### config.mk
export PLATFORM = sky130hd
export DESIGN_NAME = muldiv_ctrl_flat
export DESIGN_NICKNAME = d
export VERILOG_FILES = /design/src/rtl/muldiv_if.sv /design/src/rtl/muldiv_ctrl.sv /design/src/flat_wrapper.sv
export SDC_FILE = /design/constraint.sdc
export NUM_CORES = 1
export LEC_CHECK = 0
export ABC_AREA = 1
export CORE_ASPECT_RATIO = 1.2
export CORE_MARGIN = 8
export CORE_UTILIZATION = 53
export DETAILED_ROUTE_END_ITERATION = 10
export GPL_ROUTABILITY_DRIVEN = 0
export GPL_TIMING_DRIVEN = 0
export PLACE_DENSITY = 0.76
export SYNTH_ARGS = -nofsm -noshare
export SYNTH_HDL_FRONTEND = slang
export SYNTH_SLANG_ARGS = --single-unit
### constraint.sdc
create_clock -name clk -period 5.7 [get_ports clk]
set_input_delay 0.57 -clock clk [delete_from_list [all_inputs] [get_ports clk]]
set_output_delay 0.57 -clock clk [all_outputs]
set_load 0.01 [all_outputs]
### src/rtl/muldiv_if.sv
// EX-stage request/result bundle for the iterative multiply/divide sequencer.
// The pipeline side is the master; muldiv_ctrl is the slave.
interface muldiv_if #(
    parameter int WIDTH = 32
);
    logic             valid;
    logic [5:0]       funct;
    logic [WIDTH-1:0] src_a;
    logic [WIDTH-1:0] src_b;
    logic             stall;
    logic             busy;
    logic             done;
    logic [WIDTH-1:0] mf_data;
    logic [WIDTH-1:0] hi;
    logic [WIDTH-1:0] lo;

    modport master (
        output valid, funct, src_a, src_b,
        input  stall, busy, done, mf_data, hi, lo
    );

    modport slave (
        input  valid, funct, src_a, src_b,
        output stall, busy, done, mf_data, hi, lo
    );
endinterface

### src/rtl/muldiv_ctrl.sv
// Iterative MULTU/DIVU sequencer owning HI/LO, one datapath step per cycle.
// Define MULDIV_SIGNED_EN to add signed MULT/DIV; otherwise funct 24/26 run unsigned.
module muldiv_ctrl #(
    parameter int         WIDTH   = 32,
    parameter logic [5:0] F_MFHI  = 6'd16,
    parameter logic [5:0] F_MFLO  = 6'd18,
    parameter logic [5:0] F_MULTU = 6'd25,
    parameter logic [5:0] F_DIVU  = 6'd27
) (
    input  logic     clk,
    input  logic     rst_n,
    muldiv_if.slave  bus
);
    localparam int         CNT_W  = $clog2(WIDTH);
    localparam logic [5:0] F_MULT = 6'd24;
    localparam logic [5:0] F_DIV  = 6'd26;

    typedef enum logic [1:0] {IDLE, RUN, DONE} state_t;

    state_t           state_q, state_d;
    logic [CNT_W-1:0] count_q;
    logic             busy_q, done_q;
    logic [WIDTH-1:0] hi_q, lo_q;
    logic [WIDTH-1:0] acc_q, sh_q, opnd_q;
    logic             op_div_q;

    logic             is_mul, is_div, is_mf, is_md;
    logic             stall, accept, last;
    logic [WIDTH-1:0] a_ld, b_ld;
    logic [WIDTH:0]   mul_sum, div_shift;
    logic [WIDTH-1:0] div_diff;
    logic             div_ge;
    logic [WIDTH-1:0] acc_nx, sh_nx;
    logic [WIDTH-1:0] hi_res, lo_res;
    logic [WIDTH-1:0] mf_data;

    always_comb begin
        is_mul = (bus.funct == F_MULTU) || (bus.funct == F_MULT);
        is_div = (bus.funct == F_DIVU)  || (bus.funct == F_DIV);
        is_mf  = (bus.funct == F_MFHI)  || (bus.funct == F_MFLO);
        is_md  = is_mul || is_div;
        stall  = busy_q && bus.valid && (is_md || is_mf);
        accept = bus.valid && is_md && !stall && (state_q != RUN);
        last   = (state_q == RUN) && (count_q == CNT_W'(WIDTH - 1));
    end

    always_comb begin
        state_d = state_q;
        case (state_q)
            IDLE:    if (accept) state_d = RUN;
            RUN:     if (last) state_d = DONE;
            DONE:    state_d = accept ? RUN : IDLE;
            default: state_d = IDLE;
        endcase
    end

`ifdef MULDIV_SIGNED_EN
    logic             op_sgn;
    logic             sgn_q, neg_a_q, neg_b_q, b_zero_q;
    logic [WIDTH-1:0] raw_a_q;
    logic [2*WIDTH-1:0] prod;

    // Signed ops iterate on magnitudes; the sign is reapplied at commit.
    always_comb begin
        op_sgn = (bus.funct == F_MULT) || (bus.funct == F_DIV);
        a_ld   = (op_sgn && bus.src_a[WIDTH-1]) ? -bus.src_a : bus.src_a;
        b_ld   = (op_sgn && bus.src_b[WIDTH-1]) ? -bus.src_b : bus.src_b;
    end

    always_ff @(posedge clk) begin
        if (!rst_n) begin
            sgn_q    <= 1'b0;
            neg_a_q  <= 1'b0;
            neg_b_q  <= 1'b0;
            b_zero_q <= 1'b0;
            raw_a_q  <= '0;
        end else if (accept) begin
            sgn_q    <= op_sgn;
            neg_a_q  <= op_sgn && bus.src_a[WIDTH-1];
            neg_b_q  <= op_sgn && bus.src_b[WIDTH-1];
            b_zero_q <= (bus.src_b == '0);
            raw_a_q  <= bus.src_a;
        end
    end

    always_comb begin
        prod   = {acc_nx, sh_nx};
        hi_res = acc_nx;
        lo_res = sh_nx;
        if (sgn_q) begin
            if (!op_div_q) begin
                if (neg_a_q ^ neg_b_q) prod = -prod;
                hi_res = prod[2*WIDTH-1:WIDTH];
                lo_res = prod[WIDTH-1:0];
            end else if (b_zero_q) begin
                hi_res = raw_a_q;
                lo_res = '1;
            end else begin
                if (neg_a_q ^ neg_b_q) lo_res = -sh_nx;
                if (neg_a_q) hi_res = -acc_nx;
            end
        end
    end
`else
    assign a_ld   = bus.src_a;
    assign b_ld   = bus.src_b;
    assign hi_res = acc_nx;
    assign lo_res = sh_nx;
`endif

    // acc holds the running high product / partial remainder; sh holds the
    // multiplier bits still to consume, or the dividend shifting into quotient.
    always_comb begin
        mul_sum   = {1'b0, acc_q} + (sh_q[0] ? {1'b0, opnd_q} : '0);
        div_shift = {acc_q, sh_q[WIDTH-1]};
        div_ge    = (div_shift >= {1'b0, opnd_q});
        div_diff  = div_shift[WIDTH-1:0] - opnd_q;
        if (op_div_q) begin
            acc_nx = div_ge ? div_diff : div_shift[WIDTH-1:0];
            sh_nx  = {sh_q[WIDTH-2:0], div_ge};
        end else begin
            acc_nx = mul_sum[WIDTH:1];
            sh_nx  = {mul_sum[0], sh_q[WIDTH-1:1]};
        end
    end

    always_ff @(posedge clk) begin
        if (!rst_n) begin
            state_q  <= IDLE;
            count_q  <= '0;
            busy_q   <= 1'b0;
            done_q   <= 1'b0;
            hi_q     <= '0;
            lo_q     <= '0;
            acc_q    <= '0;
            sh_q     <= '0;
            opnd_q   <= '0;
            op_div_q <= 1'b0;
        end else begin
            state_q <= state_d;
            busy_q  <= (state_d == RUN);
            done_q  <= (state_d == DONE);
            if (accept) begin
                count_q  <= '0;
                acc_q    <= '0;
                op_div_q <= is_div;
                sh_q     <= is_div ? a_ld : b_ld;
                opnd_q   <= is_div ? b_ld : a_ld;
            end else if (state_q == RUN) begin
                count_q <= count_q + CNT_W'(1);
                acc_q   <= acc_nx;
                sh_q    <= sh_nx;
            end
            if (last) begin
                hi_q <= hi_res;
                lo_q <= lo_res;
            end
        end
    end

    always_comb begin
        mf_data = '0;
        if (bus.funct == F_MFHI)      mf_data = hi_q;
        else if (bus.funct == F_MFLO) mf_data = lo_q;
    end

    assign bus.stall   = stall;
    assign bus.busy    = busy_q;
    assign bus.done    = done_q;
    assign bus.mf_data = mf_data;
    assign bus.hi      = hi_q;
    assign bus.lo      = lo_q;
endmodule

### src/flat_wrapper.sv
// flat-port wrapper written by rule: the top's interface ports become plain ports
module muldiv_ctrl_flat 
#(
    parameter int         WIDTH   = 32,
    parameter logic [5:0] F_MFHI  = 6'd16,
    parameter logic [5:0] F_MFLO  = 6'd18,
    parameter logic [5:0] F_MULTU = 6'd25,
    parameter logic [5:0] F_DIVU  = 6'd27
)
  (clk, rst_n, bus_valid, bus_funct, bus_src_a, bus_src_b, bus_stall, bus_busy, bus_done, bus_mf_data, bus_hi, bus_lo);
  muldiv_if #(.WIDTH(WIDTH)) bus_i ();
  input  logic clk;
  input  logic rst_n;
  input wire logic [$bits(bus_i.valid)-1:0] bus_valid;
  input wire logic [$bits(bus_i.funct)-1:0] bus_funct;
  input wire logic [$bits(bus_i.src_a)-1:0] bus_src_a;
  input wire logic [$bits(bus_i.src_b)-1:0] bus_src_b;
  output wire logic [$bits(bus_i.stall)-1:0] bus_stall;
  output wire logic [$bits(bus_i.busy)-1:0] bus_busy;
  output wire logic [$bits(bus_i.done)-1:0] bus_done;
  output wire logic [$bits(bus_i.mf_data)-1:0] bus_mf_data;
  output wire logic [$bits(bus_i.hi)-1:0] bus_hi;
  output wire logic [$bits(bus_i.lo)-1:0] bus_lo;
  assign bus_i.valid = bus_valid;
  assign bus_i.funct = bus_funct;
  assign bus_i.src_a = bus_src_a;
  assign bus_i.src_b = bus_src_b;
  assign bus_stall = bus_i.stall;
  assign bus_busy = bus_i.busy;
  assign bus_done = bus_i.done;
  assign bus_mf_data = bus_i.mf_data;
  assign bus_hi = bus_i.hi;
  assign bus_lo = bus_i.lo;
  muldiv_ctrl #(.WIDTH(WIDTH), .F_MFHI(F_MFHI), .F_MFLO(F_MFLO), .F_MULTU(F_MULTU), .F_DIVU(F_DIVU)) u_core (.clk(clk), .rst_n(rst_n), .bus(bus_i));
endmodule
==> results summary, run 1 <==
The run finished with clean final reports. The worst hold path begins at u_core.count_q[4]. The post-detailed-route DRC marker count is 0. The actual transition at the worst max-transition pin came out at 0.879 ns. The count of warnings emitted by yosys came out at 0. The min-delay analysis places its worst path in the category reg2reg. The overall die height came out at 192 um. Summing internal, switching and leakage power gives 3060 uW. Sorting the synthesized cells by area gives the leading types as sky130_fd_sc_hd__dfxtp_1 (25%), sky130_fd_sc_hd__nand2_1 (21%), sky130_fd_sc_hd__inv_1 (11%), sky130_fd_sc_hd__o21ai_0 (7.0%), sky130_fd_sc_hd__ha_1 (6.0%). The initial core utilization came out at 53.7%. The depth of the worst register-to-register path is 19. The number of antenna violations at the first check in global routing came to 0. The routed length per placed instance came out at 19.0 um.

The ratio of final minimum period to clock period is 69.0%. The total routing usage reported by global routing came out at 34.0%. The area growth from synthesis to layout is 19.5%. The setup TNS came out at 0 ns. The total grt overflow came out at 0. In this run the number of H-tree levels came out at 4. In the layout the commonest cells are sky130_fd_sc_hd__nand2_1 (749), sky130_fd_sc_hd__inv_1 (402), sky130_fd_sc_hd__o21ai_0 (190). The boundary pin count came out at 172. The main combinational cell family by area after synthesis is simple AND/OR/NAND/NOR gates. For hold timing, the worst endpoint is u_core.count_q[4]. Among all flip-flop cells after synthesis, the most frequent one is sky130_fd_sc_hd__dfxtp_1. The number of sinks driven by the clock tree is 170.

The final net count is roughly 2,700. Leaving out fill and tap cells, the most frequent cell in the layout is sky130_fd_sc_hd__nand2_1. The clock skew after layout is between 0.01 and 0.015 ns.

The data arrival time of the critical path came out at 4.27 ns. The clock insertion delay at the later pin of the skew report came out at 0.45 ns. The fraction of synthesis flops using an asynchronous set or reset pin is 0%. Of the total synthesized cell area, the portion taken by full adders, half adders and majority gates is 6.33%. The die area came out at between 30,000 and 40,000 um2. The mapped cell area is 13,700 um2. Sequential elements use approximately 25% of the synthesized area. Setup repair after global routing left no endpoint under its margin. In this run the worst setup path begins at u_core.sh_q[0]. The final count of pins violating max slew is 0. Once detail routing completed, the nets flagged for antenna violations numbered 0. The number of buffers and inverters on the critical path is 4.

The number of synthesized flops with an enable pin came out at 0. The share of final-layout standard cells stronger than drive strength 1 is under 10%. Fill cells in the final layout number 2,446. The total detailed-routing wirelength is 54,400 um.

The routed layout has roughly 16,000 vias. STA classifies the critical path endpoint as a register. The synthesized area divided by synthesized cell count is 5.86 um2.

Clock-pin slew was measured on the worst setup and hold paths at 0.07 ns. The post-synthesis register bit count is 170. The highest net fanout along the worst path came out at 10. The startpoint identified for the worst register-to-register timing path is u_core.sh_q[0]. For the finished layout, the period the worst path requires is 3.93 ns. The die extent in x is 163 um. The top cell type's share of synthesized area came out at 24.9%. The fraction of the mapped netlist area in compound gates came out at 15.4%. The placement-stage cell area came out at 15,800 um2. The wire length of the first global-routing pass came out at 82,500 um. Among cell families on the critical path, the largest total delay comes from simple AND/OR/NAND/NOR gates. Synthesis produced a netlist with a net count of 2,475. In this design, the critical path's most frequently occurring cell is sky130_fd_sc_hd__nand2_1. For this design, the slowest cell found on the critical path is sky130_fd_sc_hd__clkbuf_1. The portion of netlist area occupied by mux cells is less than 1%. Dividing total power by cell area gives a power density of 187 nW/um2.

Of all cell types, the one taking the most synthesized area is sky130_fd_sc_hd__dfxtp_1. The setup violation total in the final timing report is 0. The standby leakage power is between 0.008 and 0.009 uW. The total half-perimeter wirelength after legalization and detailed placement is 44,100 um.

The core footprint is 25,500 um2. TritonCTS built the clock tree. The floorplan has 64 rows. In this run, the number of DRC markers left after iteration 0 of detailed routing was around 1,800. The number of global-route vias before repair is ~16,000. The worst stage delay on the critical path is 0.58 ns.

The synthesized-area fraction occupied by xor and xnor cells came out at 1.28%. Timing would allow up to 254 MHz. The signal on the critical path passes through clkbuf_1 > clkbuf_1 > nand2_1 > inv_1 > ha_1 > fa_1 > nand3_1 > nand3_1 > nand2_1 > nand2_1 > nand2_1 > nand2_1 > nand2_1 > nand2_1 > nand2_1 > nand3_1 > nand4_1 > nand2_1 > inv_1. The number of antenna cells inserted is 0. For this run, the share of the core covered by cells in the final layout is 64.2%. The hold-fix buffer count after cts is 0. The relative slew slack came out at 41.4%. The cell at the root of the clock tree is sky130_fd_sc_hd__clkbuf_16.

The clock passes through at most 2 buffers. The number of cells on the worst hold path came out at 2. The number of cells produced by synthesis is ~2,300. Across all hold checks on the routed design, the worst slack comes to 0.471 ns. The distinct cell type count of the synthesized netlist is 40. The setup path with the least slack is of type reg2reg.

The average vias per placed instance came out at about 5.7. The peak supply drop came out at 210 uV. The worst flop-to-flop path endpoint is u_core.bus.hi[29]. The number of cells upsized or downsized after cts is 0. The first-pass iteration count of the detailed router came out at 6. The largest net degree at the start of global routing came out at 17. The data required time of the worst path is 6.04 ns. The cell area after layout came out at roughly 16,000 um2. Across the run, the number of max-cap violations was 0. The number of buffers created by CTS is 17. The number of hold violations in the final report came out at 0. Of the total synthesized cell area, the portion taken by AND, OR, NAND and NOR gates is 36.5%. The startpoint kind of the worst setup timing path is a register. The count of buffers added on input and output ports is between 150 and 200. The post-CTS setup-driven buffer insertion count is 0.

The setup check on the worst reg-to-reg path leaves a slack of 1.77 ns.
tightest hold or removal path, cell delays in order (launching register included):
cell,delay (ns)
sky130_fd_sc_hd__dfxtp_1,0.32
sky130_fd_sc_hd__nand2_1,0.06
sky130_fd_sc_hd__a21oi_1,0.05
through the flow:
step / worst slack, ns / instances
floorplan: 3.33 / 2334
global placement: 2.00 / 2833
detailed placement: 1.96 / 2833
CTS: 1.93 / 2864
global route: 1.54 / 2864
finish: 1.77 / 2864
Yosys cell counts, drive strengths merged (9+ instances only):
| cell type | count |
|---|---|
| o22ai | 43 |
| a21oi | 129 |
| ha | 66 |
| and2 | 11 |
| xor2 | 18 |
| buf | 47 |
| or2 | 14 |
| nand4 | 55 |
| nor2 | 164 |
| clkbuf | 52 |
| nand2 | 757 |
| dfxtp | 170 |
| nor3 | 15 |
| a31oi | 12 |
| inv | 408 |
| mux2i | 9 |
| o21ai | 194 |
| nand3 | 139 |
registers in the layout, summed over array words and instances (netlist names):
signal           flops
u_core.bus.done      1
u_core.bus.busy      1
u_core.opnd_q       32
u_core.bus.hi       32
u_core.op_div_q      1
u_core.acc_q        32
u_core.bus.lo       32
u_core.count_q       5
u_core.state_q       2
u_core.sh_q         32
area by class of cell:
type | instances | area, um2 | area share (%)
Timing Repair Buffer | 169 | 1690 | 10.4
Multi-Input combinational cell | 1655 | 8230 | 50.4
Clock buffer | 22 | 464 | 2.84
Inverter | 410 | 1540 | 9.42
Sequential cell | 170 | 3400 | 20.8
Clock inverter | 9 | 92.6 | 0.567
Tap cell | 330 | 413 | 2.53
Buffer | 99 | 503 | 3.08
where the power goes:
part	leakage, uW	switching, uW	internal (uW)
clock	0.000251	520	624
combinational	0.00649	470	233
sequential	0.00137	12.4	1200
cells by family after synthesis:
logic type | count (synthesis)
AOI/OAI and AO/OA | 395
xor gates and xnor gates | 20
buffers and inverters | 509
DFF | 170
adders and majority gates | 68
and+or+nand+nor | 1163
muxes | 9
worst max-delay path by stage:
stage,endpoint,slack (ns),cells past startpoint
floorplan,u_core.acc_q[31],3.33,18
CTS,u_core.bus.hi[29],1.93,19
detailed placement,u_core.bus.hi[29],1.96,19
finish,u_core.bus.hi[29],1.77,19
global placement,u_core.bus.hi[29],2.00,19
global route,u_core.acc_q[23],1.54,17
layer usage:
metal	routed length [um]	track usage [%]
met5	0	0
met4	3310	19.6
met3	5740	8.28
met2	24900	56.8
met1	20500	39.2
No activity file was read; power rests on OpenSTA's default activity.
==> run 2: changes to the inputs <==
--- a/config.mk
+++ b/config.mk
@@ -8,11 +8,11 @@
 export ABC_AREA = 1
 export CORE_ASPECT_RATIO = 1.2
 export CORE_MARGIN = 8
-export CORE_UTILIZATION = 53
+export CORE_UTILIZATION = 52
 export DETAILED_ROUTE_END_ITERATION = 10
 export GPL_ROUTABILITY_DRIVEN = 0
 export GPL_TIMING_DRIVEN = 0
-export PLACE_DENSITY = 0.76
+export PLACE_DENSITY = 0.78
 export SYNTH_ARGS = -nofsm -noshare
 export SYNTH_HDL_FRONTEND = slang
 export SYNTH_SLANG_ARGS = --single-unit
==> constraint.sdc (replaced) <==
create_clock -name clk -period 3.3 [get_ports clk]
set_input_delay 0.33 -clock clk [delete_from_list [all_inputs] [get_ports clk]]
set_output_delay 0.33 -clock clk [all_outputs]
set_load 0.01 [all_outputs]
==> results summary, run 2 (synthesis results as in run 1) <==
The worst setup path startpoint is u_core.sh_q[0]. The final-layout fill cell count came out at 2,506. The finished layout holds 2,869 standard cells, fillers aside. The relative slew slack is a little over two fifths. The final net count is 2,662. The average vias per placed instance came out at 5.70. Entering global routing, the biggest net connects 17 pins. The setup violation total in the final timing report came out at 0.

The data required time of the worst path is 3.64 ns. The number of antenna cells inserted is 0. The final count of pins violating max slew is 0. CTS built an H-tree with a depth of 4. The startpoint identified for the worst register-to-register timing path is u_core.sh_q[0]. The worst setup path category is reg2reg. The TritonCTS clock tree is built. The clock insertion delay at the later pin of the skew report came out at 0.45 ns.

The number of antenna violations at the first check in global routing came out at 0. Once placement finished, the instance area stood at 15,800 um2. The run finished, with violations left. The number of buffers on the longest clock path is 2.

Setup repair after global routing left no endpoint under its margin. The routed layout has 16,300 vias. The first-pass iteration count of the detailed router came out at 11.

The setup TNS is 0 ns. Dividing the detail-routed wire length by the instance count gives 19.1 um. The startpoint kind of the worst setup timing path is a register. The total routing usage reported by global routing came out at 33.9%. The overall die height is 194 um. The hold-fix buffer count after cts came out at 0. The number of rows created at floorplan came out at 65. The max-cap violation count is 0. The power per unit of standard cell area is around 330 nW/um2. In the final layout, the share of cells above drive strength 1 is 5.64%. The total detailed-routing wirelength is 54,800 um. The tree built by TritonCTS fans out to 170 sinks. The number of hold violations in the final report is 0. The startpoint identified for the worst hold timing path is u_core.bus.lo[17]. The worst setup path is captured at a register. Relative to the synthesized area, the layout overhead comes to 19.9%. The ratio of final minimum period to clock period is 96.8%. For the pin with the worst max-slew slack, the measured transition is 0.865 ns. STA puts the critical path data arrival time at around 3.5 ns.

The worst hold-check path type is reg2reg. The peak supply drop is 412 uV. between 150 and 200 I/O pins were placed. The number of placed instances, taps included, is 2,838. Cells fill 62.8% of the core in the end. The shortest period the worst path allows is 3.19 ns.

The library cells used most frequently in the layout, excluding fill and tap cells, are sky130_fd_sc_hd__nand2_1 (749), sky130_fd_sc_hd__inv_1 (402), sky130_fd_sc_hd__o21ai_0 (190). The count of routing violations after the opening detailed-route iteration is 1,756. The count of antenna-violating nets left after detailed routing is 0. Leaving out fill and tap cells, the most frequent cell in the layout is sky130_fd_sc_hd__nand2_1. The standby leakage power is roughly 0.008 uW. The power after layout came out at 5440 uW.

The count of input and output buffers came out at 169. Buffers inserted during clock tree synthesis total 17. The area taken by multi-input logic gates came out at 8230 um2. The total half-perimeter wirelength after legalization and detailed placement is 43,700 um. The wire length of the first global-routing pass came out at 84,000 um. The post-detailed-route DRC marker count came out at 1. The die area is 31,800 um2. The clock-pin slew reported for the worst setup and hold paths after clock tree synthesis came out at around 0.070 ns. Based on the critical path, the design can be clocked at up to 313 MHz. Once the floorplan was initialized, standard cells occupied a little over half of the core. The cell area after layout came out at 16,400 um2. The highest net fanout along the worst path came out at 10. The checks that failed: design-rule violations. The region available for standard cell placement spans 26,100 um2. The flip-flop and latch area is 3400 um2. The die extent in x came out at about 160 um. The clock skew after layout came out at slightly above 0.01 ns. Clock tree synthesis selected as its root buffer the cell sky130_fd_sc_hd__clkbuf_16. The number of global-route vias before repair came to about 16,000. After global routing the overflow that remains totals 0.
run 2: cell count changes in the layout (fill, tap and decap cells not counted), moves of 2 or more:
cell,before,now
sky130_fd_sc_hd__clkbuf_1,55,49
sky130_fd_sc_hd__clkinvlp_4,6,0
sky130_fd_sc_hd__inv_6,1,7
sky130_fd_sc_hd__clkinv_2,0,2
run 2: path summary, 6_finish.rpt:
path	cells after the start	end	slack, ns
max	15	u_core.acc_q[18]	0.11
min	2	u_core.bus.lo[17]	0.47
max reg2reg	15	u_core.acc_q[18]	0.11
min reg2reg	2	u_core.bus.lo[17]	0.47
run 2: power breakdown:
| part | switching, uW | total (uW) | internal [uW] | leakage [uW] |
|---|---|---|---|---|
| combinational | 818 | 1220 | 403 | 0.00649 |
| sequential | 21.7 | 2100 | 2070 | 0.00137 |
| clock | 948 | 2130 | 1180 | 0.000302 |
| total | 1790 | 5440 | 3650 | 0.00816 |
run 2: metal layers:
layer | up-vias | global-route usage (%) | routed length, um | part of all wire (%)
met4 | 0 | 20.2 | 3270 | 6.0
met2 | 979 | 55.8 | 25300 | 46
li1 | 7765 | - | - | -
met3 | 209 | 6.18 | 5430 | 9.9
met1 | 7388 | 40.4 | 20800 | 38
met5 | - | 0 | 0 | 0
run 2: metrics by stage:
step                      hold slack (ns)  setup slack, ns
after floorplan                     0.443            0.930
after global placement              0.453           -0.271
after detailed placement            0.461           -0.336
after CTS                           0.474            0.136
after global routing                0.492          0.00338
final                               0.474            0.106
run 2: worst max-delay path, stage by stage (launching register included):
cell,delay [ns]
sky130_fd_sc_hd__dfxtp_2,0.49
sky130_fd_sc_hd__clkbuf_1,0.42
sky130_fd_sc_hd__nand2_1,0.09
sky130_fd_sc_hd__inv_1,0.07
sky130_fd_sc_hd__ha_1,0.21
sky130_fd_sc_hd__nand2_1,0.07
sky130_fd_sc_hd__inv_1,0.10
sky130_fd_sc_hd__nand2_1,0.11
sky130_fd_sc_hd__nor3_1,0.54
sky130_fd_sc_hd__nand4_1,0.30
sky130_fd_sc_hd__nand3_1,0.16
sky130_fd_sc_hd__nand2_1,0.07
sky130_fd_sc_hd__nand3_1,0.08
sky130_fd_sc_hd__nand3_1,0.19
sky130_fd_sc_hd__nor2_1,0.13
sky130_fd_sc_hd__nor2_1,0.05
run 2: final cells by class:
| type | count | share of cell area [%] |
|---|---|---|
| clock inverter | 13 | 0.923 |
| multi-input combinational | 1655 | 50.2 |
| clock buffer | 19 | 2.76 |
| timing repair buffer | 169 | 10.3 |
| inverter | 410 | 9.39 |
| sequential | 170 | 20.8 |
| buffer | 98 | 3.07 |
| tap | 335 | 2.56 |
run 2: what timing repair did:
action | in CTS | in global routing
setup buffers | 0 | 0
resized for setup | 2 | 4
cloned | 0 | 0
endpoints found under the hold margin | 0 | 0
endpoints found under the setup margin | 22 | 13
